--- config.mk ---
export PLATFORM = sky130hd
export DESIGN_NAME = lsu_ctrl_flat
export DESIGN_NICKNAME = d
export VERILOG_FILES = /design/src/rtl/lsu_ctrl_if.sv /design/src/rtl/lsu_ctrl.sv /design/src/flat_wrapper.sv
export SDC_FILE = /design/constraint.sdc
export NUM_CORES = 1
export LEC_CHECK = 0
export ABC_CLOCK_PERIOD_IN_PS = 5500
export CORE_MARGIN = 1.5
export CORE_UTILIZATION = 40
export CTS_CLUSTER_SIZE = 10
export DETAILED_ROUTE_END_ITERATION = 7
export GPL_ROUTABILITY_DRIVEN = 0
export GPL_TIMING_DRIVEN = 1
export PLACE_DENSITY_LB_ADDON = 0.05
export RECOVER_POWER = 100
export SLEW_MARGIN = 20
export SYNTH_ARGS = -nofsm -noshare
export SYNTH_HDL_FRONTEND = slang
export SYNTH_SLANG_ARGS = --single-unit
export TNS_END_PERCENT = 100
--- constraint.sdc ---
create_clock -name clk -period 5.5 [get_ports clk]
set_clock_uncertainty 0.15 [all_clocks]
set_input_delay 1.1 -clock clk [delete_from_list [all_inputs] [get_ports clk]]
set_output_delay 1.1 -clock clk [all_outputs]
set_load 0.05 [all_outputs]
--- src/rtl/lsu_ctrl_if.sv ---
// Load/store controller signal bundle.
// Groups the decode-side request channel, the data-memory bus channel and the
// result channel.
//   master : the lsu_ctrl side. It accepts requests, drives the memory bus and
//            returns results.
//   slave  : the environment side, meaning the decode stage and the memory.
interface lsu_ctrl_if;
  // decode -> controller
  logic        req_valid;
  logic        req_ready;
  logic        req_we;
  logic [2:0]  req_func3;
  logic [63:0] req_addr;
  logic [63:0] req_wdata;
  logic [4:0]  req_rd;
  // controller <-> memory
  logic        bus_valid;
  logic        bus_ready;
  logic        bus_we;
  logic [63:0] bus_addr;
  logic [63:0] bus_wdata;
  logic [7:0]  bus_wstrb;
  logic        bus_rsp_valid;
  logic        bus_rsp_err;
  logic [63:0] bus_rdata;
  // controller -> writeback
  logic        resp_valid;
  logic [4:0]  resp_rd;
  logic [63:0] resp_data;
  logic        resp_err;

  modport master (
    input  req_valid, req_we, req_func3, req_addr, req_wdata, req_rd,
    input  bus_ready, bus_rsp_valid, bus_rsp_err, bus_rdata,
    output req_ready, bus_valid, bus_we, bus_addr, bus_wdata, bus_wstrb,
    output resp_valid, resp_rd, resp_data, resp_err
  );

  modport slave (
    output req_valid, req_we, req_func3, req_addr, req_wdata, req_rd,
    output bus_ready, bus_rsp_valid, bus_rsp_err, bus_rdata,
    input  req_ready, bus_valid, bus_we, bus_addr, bus_wdata, bus_wstrb,
    input  resp_valid, resp_rd, resp_data, resp_err
  );
endinterface

--- src/rtl/lsu_ctrl.sv ---
// Load/store unit controller.
// Accepts one memory op at a time and rejects illegal or misaligned ops
// without touching the bus. Good ops get a valid/ready bus request with byte
// strobes and a lane-shifted store data word. The controller then waits for
// the response, bounded by TIMEOUT_CYCLES, and returns an extended load
// result or a store acknowledgement.
// Ports:
//   clk, rst : clock and asynchronous active-low reset.
//   lsu      : lsu_ctrl_if.master, carrying the request, bus and result
//              channels.
module lsu_ctrl #(
  parameter int unsigned TIMEOUT_CYCLES = 255
) (
  input  logic      clk,
  input  logic      rst,
  lsu_ctrl_if.master lsu
);

  typedef enum logic [1:0] {StIdle, StReq, StWait, StResp} state_e;

  localparam logic [15:0] LastCnt = 16'(TIMEOUT_CYCLES - 1);

  state_e      state_q, state_d;
  logic        we_q, we_d;
  logic [2:0]  func3_q, func3_d;
  logic [2:0]  off_q, off_d;
  logic [4:0]  rd_q, rd_d;
  logic        bus_we_q, bus_we_d;
  logic [63:0] bus_addr_q, bus_addr_d;
  logic [63:0] bus_wdata_q, bus_wdata_d;
  logic [7:0]  bus_wstrb_q, bus_wstrb_d;
  logic [15:0] cnt_q, cnt_d;
  logic [63:0] resp_data_q, resp_data_d;
  logic        resp_err_q, resp_err_d;

  logic        illegal, misaligned;
  logic [7:0]  strb_base;
  logic [63:0] shifted, load_data;

  // Decode of the op currently presented on the request channel.
  always_comb begin
    illegal    = lsu.req_we ? lsu.req_func3[2] : (lsu.req_func3 == 3'b111);
    misaligned = 1'b0;
    strb_base  = 8'h01;
    unique case (lsu.req_func3[1:0])
      2'b00: strb_base = 8'h01;
      2'b01: begin strb_base = 8'h03; misaligned = lsu.req_addr[0];       end
      2'b10: begin strb_base = 8'h0F; misaligned = |lsu.req_addr[1:0];    end
      default: begin strb_base = 8'hFF; misaligned = |lsu.req_addr[2:0];  end
    endcase
  end

  // Extraction of load data from the aligned 8-byte beat.
  always_comb begin
    shifted = lsu.bus_rdata >> {off_q, 3'b000};
    unique case (func3_q)
      3'b000:  load_data = {{56{shifted[7]}}, shifted[7:0]};
      3'b001:  load_data = {{48{shifted[15]}}, shifted[15:0]};
      3'b010:  load_data = {{32{shifted[31]}}, shifted[31:0]};
      3'b100:  load_data = {56'd0, shifted[7:0]};
      3'b101:  load_data = {48'd0, shifted[15:0]};
      3'b110:  load_data = {32'd0, shifted[31:0]};
      default: load_data = shifted;
    endcase
  end

  always_comb begin
    state_d     = state_q;
    we_d        = we_q;
    func3_d     = func3_q;
    off_d       = off_q;
    rd_d        = rd_q;
    bus_we_d    = bus_we_q;
    bus_addr_d  = bus_addr_q;
    bus_wdata_d = bus_wdata_q;
    bus_wstrb_d = bus_wstrb_q;
    cnt_d       = cnt_q;
    resp_data_d = resp_data_q;
    resp_err_d  = resp_err_q;
    unique case (state_q)
      StIdle: begin
        if (lsu.req_valid) begin
          we_d        = lsu.req_we;
          func3_d     = lsu.req_func3;
          off_d       = lsu.req_addr[2:0];
          rd_d        = lsu.req_we ? 5'd0 : lsu.req_rd;
          resp_data_d = 64'd0;
          if (illegal || misaligned) begin
            resp_err_d = 1'b1;
            state_d    = StResp;
          end else begin
            resp_err_d  = 1'b0;
            bus_we_d    = lsu.req_we;
            bus_addr_d  = {lsu.req_addr[63:3], 3'b000};
            bus_wdata_d = lsu.req_we ? (lsu.req_wdata << {lsu.req_addr[2:0], 3'b000}) : 64'd0;
            bus_wstrb_d = lsu.req_we ? (strb_base << lsu.req_addr[2:0]) : 8'd0;
            state_d     = StReq;
          end
        end
      end
      StReq: begin
        if (lsu.bus_ready) begin
          cnt_d   = 16'd0;
          state_d = StWait;
        end
      end
      StWait: begin
        // A response on the final counted cycle beats the timeout.
        if (lsu.bus_rsp_valid) begin
          resp_err_d  = lsu.bus_rsp_err;
          resp_data_d = (lsu.bus_rsp_err || we_q) ? 64'd0 : load_data;
          state_d     = StResp;
        end else if (cnt_q == LastCnt) begin
          resp_err_d  = 1'b1;
          resp_data_d = 64'd0;
          state_d     = StResp;
        end else begin
          cnt_d = cnt_q + 16'd1;
        end
      end
      default: state_d = StIdle;
    endcase
  end

  always_ff @(posedge clk or negedge rst) begin
    if (!rst) begin
      state_q     <= StIdle;
      we_q        <= 1'b0;
      func3_q     <= 3'd0;
      off_q       <= 3'd0;
      rd_q        <= 5'd0;
      bus_we_q    <= 1'b0;
      bus_addr_q  <= 64'd0;
      bus_wdata_q <= 64'd0;
      bus_wstrb_q <= 8'd0;
      cnt_q       <= 16'd0;
      resp_data_q <= 64'd0;
      resp_err_q  <= 1'b0;
    end else begin
      state_q     <= state_d;
      we_q        <= we_d;
      func3_q     <= func3_d;
      off_q       <= off_d;
      rd_q        <= rd_d;
      bus_we_q    <= bus_we_d;
      bus_addr_q  <= bus_addr_d;
      bus_wdata_q <= bus_wdata_d;
      bus_wstrb_q <= bus_wstrb_d;
      cnt_q       <= cnt_d;
      resp_data_q <= resp_data_d;
      resp_err_q  <= resp_err_d;
    end
  end

  logic in_resp;
  assign in_resp        = (state_q == StResp);
  assign lsu.req_ready  = (state_q == StIdle);
  assign lsu.bus_valid  = (state_q == StReq);
  assign lsu.bus_we     = bus_we_q;
  assign lsu.bus_addr   = bus_addr_q;
  assign lsu.bus_wdata  = bus_wdata_q;
  assign lsu.bus_wstrb  = bus_wstrb_q;
  // Result fields are only meaningful alongside the one-cycle valid pulse.
  assign lsu.resp_valid = in_resp;
  assign lsu.resp_rd    = in_resp ? rd_q : 5'd0;
  assign lsu.resp_data  = in_resp ? resp_data_q : 64'd0;
  assign lsu.resp_err   = in_resp & resp_err_q;

endmodule

--- src/flat_wrapper.sv ---
// flat-port wrapper written by rule: the top's interface ports become plain ports
module lsu_ctrl_flat 
#(
  parameter int unsigned TIMEOUT_CYCLES = 255
)
  (clk, rst, lsu_req_valid, lsu_req_we, lsu_req_func3, lsu_req_addr, lsu_req_wdata, lsu_req_rd, lsu_bus_ready, lsu_bus_rsp_valid, lsu_bus_rsp_err, lsu_bus_rdata, lsu_req_ready, lsu_bus_valid, lsu_bus_we, lsu_bus_addr, lsu_bus_wdata, lsu_bus_wstrb, lsu_resp_valid, lsu_resp_rd, lsu_resp_data, lsu_resp_err);
  lsu_ctrl_if lsu_i ();
  input  logic clk;
  input  logic rst;
  input wire logic [$bits(lsu_i.req_valid)-1:0] lsu_req_valid;
  input wire logic [$bits(lsu_i.req_we)-1:0] lsu_req_we;
  input wire logic [$bits(lsu_i.req_func3)-1:0] lsu_req_func3;
  input wire logic [$bits(lsu_i.req_addr)-1:0] lsu_req_addr;
  input wire logic [$bits(lsu_i.req_wdata)-1:0] lsu_req_wdata;
  input wire logic [$bits(lsu_i.req_rd)-1:0] lsu_req_rd;
  input wire logic [$bits(lsu_i.bus_ready)-1:0] lsu_bus_ready;
  input wire logic [$bits(lsu_i.bus_rsp_valid)-1:0] lsu_bus_rsp_valid;
  input wire logic [$bits(lsu_i.bus_rsp_err)-1:0] lsu_bus_rsp_err;
  input wire logic [$bits(lsu_i.bus_rdata)-1:0] lsu_bus_rdata;
  output wire logic [$bits(lsu_i.req_ready)-1:0] lsu_req_ready;
  output wire logic [$bits(lsu_i.bus_valid)-1:0] lsu_bus_valid;
  output wire logic [$bits(lsu_i.bus_we)-1:0] lsu_bus_we;
  output wire logic [$bits(lsu_i.bus_addr)-1:0] lsu_bus_addr;
  output wire logic [$bits(lsu_i.bus_wdata)-1:0] lsu_bus_wdata;
  output wire logic [$bits(lsu_i.bus_wstrb)-1:0] lsu_bus_wstrb;
  output wire logic [$bits(lsu_i.resp_valid)-1:0] lsu_resp_valid;
  output wire logic [$bits(lsu_i.resp_rd)-1:0] lsu_resp_rd;
  output wire logic [$bits(lsu_i.resp_data)-1:0] lsu_resp_data;
  output wire logic [$bits(lsu_i.resp_err)-1:0] lsu_resp_err;
  assign lsu_i.req_valid = lsu_req_valid;
  assign lsu_i.req_we = lsu_req_we;
  assign lsu_i.req_func3 = lsu_req_func3;
  assign lsu_i.req_addr = lsu_req_addr;
  assign lsu_i.req_wdata = lsu_req_wdata;
  assign lsu_i.req_rd = lsu_req_rd;
  assign lsu_i.bus_ready = lsu_bus_ready;
  assign lsu_i.bus_rsp_valid = lsu_bus_rsp_valid;
  assign lsu_i.bus_rsp_err = lsu_bus_rsp_err;
  assign lsu_i.bus_rdata = lsu_bus_rdata;
  assign lsu_req_ready = lsu_i.req_ready;
  assign lsu_bus_valid = lsu_i.bus_valid;
  assign lsu_bus_we = lsu_i.bus_we;
  assign lsu_bus_addr = lsu_i.bus_addr;
  assign lsu_bus_wdata = lsu_i.bus_wdata;
  assign lsu_bus_wstrb = lsu_i.bus_wstrb;
  assign lsu_resp_valid = lsu_i.resp_valid;
  assign lsu_resp_rd = lsu_i.resp_rd;
  assign lsu_resp_data = lsu_i.resp_data;
  assign lsu_resp_err = lsu_i.resp_err;
  lsu_ctrl #(.TIMEOUT_CYCLES(TIMEOUT_CYCLES)) u_core (.clk(clk), .rst(rst), .lsu(lsu_i));
endmodule
==> results_dict.tcl <==
set metrics [dict create \
    status "finished with violations" \
    synthArstFlopShare_pct 100.0 \
    clk_latency_ns 0.54 \
    tightest_slew_ns 2.039 \
    cts_tree "yes" \
    synth_cell_type_count 67 \
    post-cts-setup-buffer-count 0 \
    port_buffers 413 \
    num_vias 11106 \
    synth_warnings 0 \
    ant_nets 0 \
    row_count 66 \
    drt_wl_total_mm 44.68 \
    crit_path_max_fanout 42 \
    path_class "reg -> reg" \
    die_area_mm2 0.03403 \
    min_from "u_core.lsu.bus_wdata[33]$_DFFE_PN0P_" \
    grt_pass1_wl_mm 66.70 \
    io_pins 417 \
    hold_viol 0 \
    setup_tns_ns 0 \
    pre_cts_ws_ns 1.541 \
    fp.coreArea_mm2 0.03245 \
    drv_slew 124 \
    setup_slack_ns 0.9772 \
    area_delta_synth_final_pct 38.53 \
    via_per_inst 5.523 \
    cts_buffers 28 \
    cts_sinks 229 \
    syn-cell-area_mm2 0.01317 \
    dp_hpwl_mm 32.58 \
    dr.pass1.iters 5 \
    cts_buffer_depth 3 \
    start_kind "flip-flop" \
    fin_crit_ns 4.523 \
    r2r_start "u_core.off_q[2]$_DFFE_PN0P_" \
    drc 0 \
    timing.hold.ws_ns 0.3220 \
    dieWidth_um 184.5 \
    start_util_pct 40.59 \
    setup_viol 0 \
    fp.dieH_um 184.5 \
    end_kind "flip-flop" \
    p_leak_uw 0.008271 \
    antenna_found_initial 5 \
    p_per_area_mw_per_mm2 547.2 \
    min_to "u_core.lsu.bus_wdata[33]$_DFFE_PN0P_" \
    overflow 0 \
    grt_max_degree 122 \
    hp-class "reg -> reg" \
    synthCells 1195 \
    rsz0062_at_grt "false" \
    synth_edf_count 0 \
    register_area_mm2 0.005736 \
    slew_headroom_pct -35.93 \
    cts_root_buf "clkbuf_16" \
    hold_buffers 0 \
    htree_levels 1 \
    fin_crit_sh_pct 82.23 \
    grt_use_total_pct 25.75 \
    place_area_mm2 0.01754 \
    report.power.total_uw 9985 \
    syn_avg_cell_area_um2 11.02 \
    postLayoutCellArea_mm2 0.01825 \
    postSynthRegisterBits 229 \
    met2WireLength_mm 21.65 \
    worstHoldPathCells 2 \
    clk_pin_slew_ns 0.06 \
    max_freq_mhz 221.1 \
    worstPathRequired_ns 5.73 \
    ys_seq_area_share_pct 43.51 \
    m1WireLength_mm 18.02 \
    cts_resized 0 \
    multi_input_area_mm2 0.006783 \
    maxCapViolations 3 \
    rrSetupSlack_ns 0.98 \
    ir_worst_vdd_uv 365.0 \
    r2r-end "u_core.resp_data_q[57]$_DFFE_PN0P_" \
    violations "max-capacitance violations, max-slew violations" \
    worst_r2r_path_depth 7 \
    nets 1767 \
    cp_data_arrival_time_ns 4.75 \
    ys.flop_type "dfrtp_1" \
    wl_met3_mm 3.630 \
    grt_pass1_vias 11049 \
    wl_per_cell_um 22.22 \
    fillers 2845 \
    top_layer "met5" \
    drive_gt1_share_pct 12.72 \
    drtIter0Drc 825 \
]
worst max-delay path by stage:
stage | end | from | cells past startpoint | slack [ns]
final | u_core.resp_data_q[57]$_DFFE_PN0P_ | u_core.off_q[2]$_DFFE_PN0P_ | 7 | 0.98
after global routing | u_core.resp_data_q[57]$_DFFE_PN0P_ | u_core.off_q[2]$_DFFE_PN0P_ | 7 | 0.74
after CTS | lsu_resp_data[30] | u_core.state_q[1]$_DFFE_PN0P_ | 3 | 1.18
after detailed placement | u_core.lsu.bus_wdata[47]$_DFFE_PN0P_ | lsu_req_func3[0] | 6 | 1.54
after global placement | u_core.lsu.bus_addr[60]$_DFFE_PN0P_ | lsu_req_func3[0] | 6 | 1.62
after floorplan | lsu_resp_data[0] | u_core.state_q[1]$_DFFE_PN0P_ | 4 | 2.45
worst max-delay path: stages, from the launching register on:
cell and delay, ns:
dfrtp_1 0.34, clkbuf_2 0.70, or2_0 1.18, o22ai_1 0.28
o311a_1 0.45, o31ai_4 0.22, clkbuf_1 0.84, o2bb2ai_1 0.18
power breakdown:
group | switching (uW) | internal (uW) | leakage, uW
Sequential | 442 | 2380 | 0.00300
Combinational | 3530 | 1900 | 0.00486
Clock | 693 | 1040 | 0.000411
Total | 4670 | 5320 | 0.00827
cell usage in the layout, fill, tap and decap left out, types with 3 or more instances in the layout:
cell | netlist | layout
and2_1 | 74 | 74
clkbuf_8 | 0 | 4
dfrtp_1 | 229 | 227
a22o_1 | 43 | 43
dlygate4sd3_1 | 0 | 209
conb_1 | 1 | 3
a32o_1 | 3 | 3
mux2i_1 | 89 | 89
nor3b_1 | 3 | 3
ha_1 | 6 | 5
a32oi_1 | 5 | 5
nor2b_1 | 21 | 21
xnor2_1 | 7 | 7
nand2b_1 | 15 | 15
inv_1 | 20 | 20
clkbuf_16 | 0 | 29
mux2_2 | 80 | 80
o211ai_1 | 8 | 8
mux4_2 | 39 | 39
o2bb2ai_2 | 30 | 14
nor3_1 | 8 | 9
a221o_1 | 15 | 15
a21oi_1 | 52 | 52
clkdlybuf4s50_1 | 0 | 201
diode_2 | 0 | 4
buf_4 | 5 | 11
o2bb2ai_1 | 10 | 25
nor2_1 | 69 | 70
a211o_1 | 24 | 24
a211oi_1 | 8 | 8
nand2_1 | 97 | 97
o21ai_0 | 43 | 52
xor2_1 | 6 | 6
o22ai_1 | 30 | 30
clkbuf_1 | 43 | 10
a21o_1 | 3 | 3
Yosys cell counts (38+ instances only):
| library cell | count | area (um2) |
|---|---|---|
| a21oi_1 | 52 | 260.3 |
| buf_2 | 38 | 190.2 |
| dfrtp_1 | 229 | 5731 |
| mux4_2 | 39 | 878.3 |
| nor2_1 | 69 | 259.0 |
| mux2i_1 | 89 | 890.9 |
| o21ai_0 | 43 | 215.2 |
| nand2_1 | 97 | 364.1 |
| a22o_1 | 43 | 376.6 |
| clkbuf_1 | 43 | 161.4 |
| and2_1 | 74 | 462.9 |
| mux2_2 | 80 | 900.9 |
cell type report:
type	count	area share [%]
inverters	20	0.4114
diodes	4	0.05486
multi-input cells	845	37.17
clock inverters	2	0.1920
clock buffers	39	4.402
flip-flops and latches	229	31.43
well taps	442	3.031
repair buffers	430	23.30
routing by layer:
layer	vias up	global-route usage [%]
met5	-	0
met4	2	7.836
met3	74	5.829
met2	494	43.31
met1	5421	32.97
li1	5115	-
cells by family (layout without fill, tap and decap cells):
kind of cell	count (synthesis)	after routing	share of synthesized area, %
AO/OA/AOI/OAI	300	300	18.06
XOR/XNOR	13	13	0.8644
adder cells (fa/ha/maj)	6	6	0.5699
buffers and inverters	123	491	4.408
flip-flops	229	229	43.51
multiplexers	210	210	20.44
other	1	7	0.02847
AND/OR/NAND/NOR	313	313	12.12
stage by stage:
step / cells / util, %
6_report: 2011 / 56.22
5_1_grt: 2008 / 56.20
4_1_cts: 2007 / 56.64
3_5_place_dp: 1966 / 54.06
3_3_place_gp: 1966 / 54.06
2_1_floorplan: 1197 / -
state kept, by name, indices dropped and copies added, names as in the netlist, 2 cells and up:
name,count
u_core.func3_q,3
u_core.resp_data_q,64
u_core.off_q,3
u_core.lsu.bus_wstrb,8
u_core.lsu.bus_wdata,64
u_core.cnt_q,16
u_core.state_q,2
u_core.lsu.bus_addr,61
u_core.rd_q,5
(Power assumes the default switching activity.)
